**config.mk**
```make
export PLATFORM = sky130hd
export DESIGN_NAME = eth_prbs31_err_calc
export DESIGN_NICKNAME = d
export VERILOG_FILES = /design/src/rtl/eth_prbs31_pkg.sv /design/src/rtl/eth_prbs31_err_calc.sv
export SDC_FILE = /design/constraint.sdc
export NUM_CORES = 1
export LEC_CHECK = 0
export ABC_CLOCK_PERIOD_IN_PS = 1100
export CAP_MARGIN = 0
export CORE_MARGIN = 10
export CORE_UTILIZATION = 32
export DETAILED_ROUTE_END_ITERATION = 10
export GPL_TIMING_DRIVEN = 0
export PLACE_DENSITY = 0.9
export SLEW_MARGIN = 20
export SYNTH_ARGS = -nofsm -noshare
export SYNTH_HDL_FRONTEND = slang
export SYNTH_SLANG_ARGS = --single-unit
export TNS_END_PERCENT = 30
```
**constraint.sdc**
```tcl
create_clock -name vclk -period 1.1
set_input_delay 0.22 -clock vclk [all_inputs]
set_output_delay 0.22 -clock vclk [all_outputs]
set_load 0.02 [all_outputs]
```
**src/rtl/eth_prbs31_pkg.sv**
```systemverilog
// Shared PRBS31 checker definitions: polynomial taps, block/history
// widths, FSM state encoding and a 66-bit popcount helper.
package eth_prbs31_pkg;

   localparam int PRBS_TAP_A = 31;
   localparam int PRBS_TAP_B = 28;
   localparam int BLK_W      = 66;
   localparam int HIST_W     = PRBS_TAP_A;

   typedef enum logic [1:0] {
      PRIME,
      HUNT,
      LOCKED
   } prbs_state_t;

   function automatic logic [6:0] popcount66(
      input logic [BLK_W-1:0] v
   );
      logic [6:0] c;
      c = '0;
      for (int i = 0; i < BLK_W; i++) begin
         c = c + 7'(v[i]);
      end
      return c;
   endfunction

endpackage

```
**src/rtl/eth_prbs31_err_calc.sv**
```systemverilog
// Combinational PRBS31 error vector and next history for one 66-bit block.
// Ports: h (31-bit history, h[30] newest), w (block bits, w[0] oldest),
//        e (per-bit error), h_next (history after this block).
module eth_prbs31_err_calc
   import eth_prbs31_pkg::*;
(
   input  logic [HIST_W-1:0] h,
   input  logic [BLK_W-1:0]  w,
   output logic [BLK_W-1:0]  e,
   output logic [HIST_W-1:0] h_next
);

   localparam int TAP_D = PRBS_TAP_A - PRBS_TAP_B;

   // s[0..30] = history, s[31..96] = this block, oldest first
   logic [HIST_W+BLK_W-1:0] s;

   assign s = {w, h};

   // each bit must equal the bits 31 and 28 positions earlier
   assign e = s[PRBS_TAP_A +: BLK_W]
            ^ s[0 +: BLK_W]
            ^ s[TAP_D +: BLK_W];

   assign h_next = s[BLK_W +: HIST_W];

endmodule

```
Word level (Yosys, flattened, before mapping) --
Cells that the tools add are included.
Word-level totals: flip-flop bits (word level) 0, logic and storage cells 2
Cells by class: bitwise logic cells 2
Operators with widths (number):
- $xor A66 B66 Y66 | 2

Logic depth before layout (Yosys ltp) --
depth in word-level cells 2, gate-level depth with buffers 1

Worst setup path before layout --
OpenSTA, ideal clock, no wires.
path kind input to output, start in w[8], end out e[36], data arrival time 0.735 ns, slack 0.145 ns, stages 1, buffers on the path 0, cells stage by stage xor3_4
Between the ends: longest elaborated chain between the ends 1
Ends and longest elaborated chain:
- start: declaration | RTL line eth_prbs31_err_calc.sv:8 | input logic [BLK_W-1:0] w,
- $xor A66 B66 Y66 | RTL line eth_prbs31_err_calc.sv:23 | ^ s[TAP_D +: BLK_W];
- end: declaration | RTL line eth_prbs31_err_calc.sv:9 | output logic [BLK_W-1:0] e,
No other way between the ends.

Worst setup path after layout --
Same ends and word-level chain as after synthesis.

==> metrics <==
final hold violation count=0; remaining number of nets flagged by the antenna check after routing=0; worst hold-check slack=0.794 ns; CP max FO=3; Least-Margin Pin Slew=0.242 ns; synthesized net count=194; Cell Count Post-Placement=363; category of the worst setup path launch point=input port; crit path setup slack, layout=-0.0443 ns; number of antenna cells inserted=0; vias in the first global route=1898; die height=95.1 um; setup repair after global routing missed its margin=true; Layout Area Growth over Synthesis=111%; maximum ir drop on the vdd rail=0.474 mV; share of final-layout standard cells stronger than drive strength 1=67.6%; total of warnings raised by yosys=0; final-layout fill cell count=401; run status=complete, but fails checks; global route overflow=0; Leakage=between 2 and 2.5 nW; area share of and/or/nand/nor cells after synthesis=0%; CTS hold repair buffers=0; most common cell in the netlist=sky130_fd_sc_hd__xor3_1; data arrival time of the worst path=0.92 ns; adder and majority gate portion of the synthesized area=0%; area of all sequential standard cells=0 um^2; Die X-Extent=95.1 um; initial antenna violation count=0; number of flip-flops and latches=0; overall power consumption=about 2.8 mW; violated checks=negative setup slack; number of standard cells in the final layout excluding fillers=around 370; count of port buffers added during placement=around 190; Mapped Cells=97; maximum clock frequency=a little under 900 MHz; final-layout setup total negative slack=-0.0659 ns; Seq/Total Area, Yosys=0%; combinational family with the most area after synthesis=XOR/XNOR gates; wirelength, routed=8100 um; RePlAce Congestion=0.865; boundary pin count=194; max-slew violation total from the final report=0; top post-synthesis cells by count=sky130_fd_sc_hd__xor3_1, sky130_fd_sc_hd__buf_4, sky130_fd_sc_hd__xor3_4; Pwr Density=743 nW/um^2; synth unique cells=3; required time at the endpoint of the critical path=0.88 ns; count of endpoints failing setup in the final report=2; effective utilization at floorplan=32.8%; HPWL reported at the end of detailed placement=7210 um; GRT Resource Usage Total=between 10% and 20%; first-iteration detailed-routing DRC count=9; CP Capture Type=output pin; number of clock buffers in the layout=0; area share of xor/xnor cells in the synthesized design=87.1%; Max Cap Violations=0; Synth Cell Area=1810 um^2; average size of a mapped cell=18.6 um^2; worst slew slack as a fraction of its limit=between 80% and 90%; number of nets in the final layout=between 300 and 400; CP Class=in2out; class of the most critical hold timing path=in2out; Synth Area in Compound Gates=0%; area of the multi-input gates=1570 um^2; post-synthesis mux area share=0%; die area=between 9000 and 10000 um^2; Core Region=5510 um^2; worst slack at placement=-0.947 ns; pin count of the biggest net entering global routing=4; DRC violation count after routing=0; share of Yosys cell area claimed by the top area cell type=between 80 and 90%; minimum clock period after layout=1.14 ns; Via Count=1607; global-route wire length before repair=11400 um; routed length per instance=22.2 um; ranking of synthesized cells by area=sky130_fd_sc_hd__xor3_1, sky130_fd_sc_hd__buf_4, sky130_fd_sc_hd__xor3_4; number of core rows=27; via count normalized by instance count=roughly 4.4; number of detailed-route iterations in the first pass=3; library cell occupying the most area in the post-synthesis netlist=sky130_fd_sc_hd__xor3_1; share of the clock period used by the worst path=104%
## final timing paths
path / slack [ns] / cells after the start / end / from
setup / recovery: -0.04 / 3 / e[36] / w[8]
hold / removal: 0.79 / 3 / e[23] / w[23]
## through the flow
step / area (um^2) / utilization (%)
after CTS: 3750 / 68.1
after floorplan: 1810 / -
after global placement: 3840 / 69.7
final: 3810 / 69.2
after detailed placement: 3840 / 69.7
after global routing: 3810 / 69.2
## critical path, stage by stage
cell                     delay (ns)
sky130_fd_sc_hd__buf_8         0.08
sky130_fd_sc_hd__xor3_4        0.47
sky130_fd_sc_hd__buf_6         0.15
## report_power, final
| part | switching (mW) | leakage [nW] | internal (mW) |
|---|---|---|---|
| combinational | 1.17 | 2.24 | 1.67 |
| sequential | 0 | 0 | 0 |
| clock | 0 | 0 | 0 |
| total | 1.17 | 2.24 | 1.67 |
## cell type report
| cell class | instances | area share, % |
|---|---|---|
| buffer | 31 | 6.11 |
| multi-input combinational | 66 | 41.3 |
| tap | 72 | 2.36 |
| timing repair buffer | 196 | 50.3 |
## cells in the final DEF (no fill, tap or decap)
| cell type | instances |
|---|---|
| sky130_fd_sc_hd__buf_2 | 36 |
| sky130_fd_sc_hd__buf_8 | 14 |
| sky130_fd_sc_hd__clkdlybuf4s15_2 | 7 |
| sky130_fd_sc_hd__xor3_4 | 1 |
| sky130_fd_sc_hd__dlygate4sd2_1 | 30 |
| sky130_fd_sc_hd__buf_6 | 98 |
| sky130_fd_sc_hd__xor3_1 | 65 |
| sky130_fd_sc_hd__buf_4 | 41 |
| sky130_fd_sc_hd__clkbuf_2 | 1 |
## cell families (layout without fill, tap and decap cells)
| group | count (synthesis) | count (layout) |
|---|---|---|
| XOR/XNOR | 66 | 66 |
| buffers and inverters | 31 | 227 |
## per-layer routing
layer	routed length, um	GRT usage (%)	vias to the layer above
met5	0	0	-
met2	4350	31.9	118
li1	-	-	727
met3	1300	9.03	2
met1	2410	15.0	760
met4	34	0.623	0
## repair_timing
item                                    CTS  global route
gates resized for setup                 868            20
pin swaps                                62            12
endpoints found under the setup margin   97            35
buffers inserted                          1             1
(Power assumes the default switching activity.)
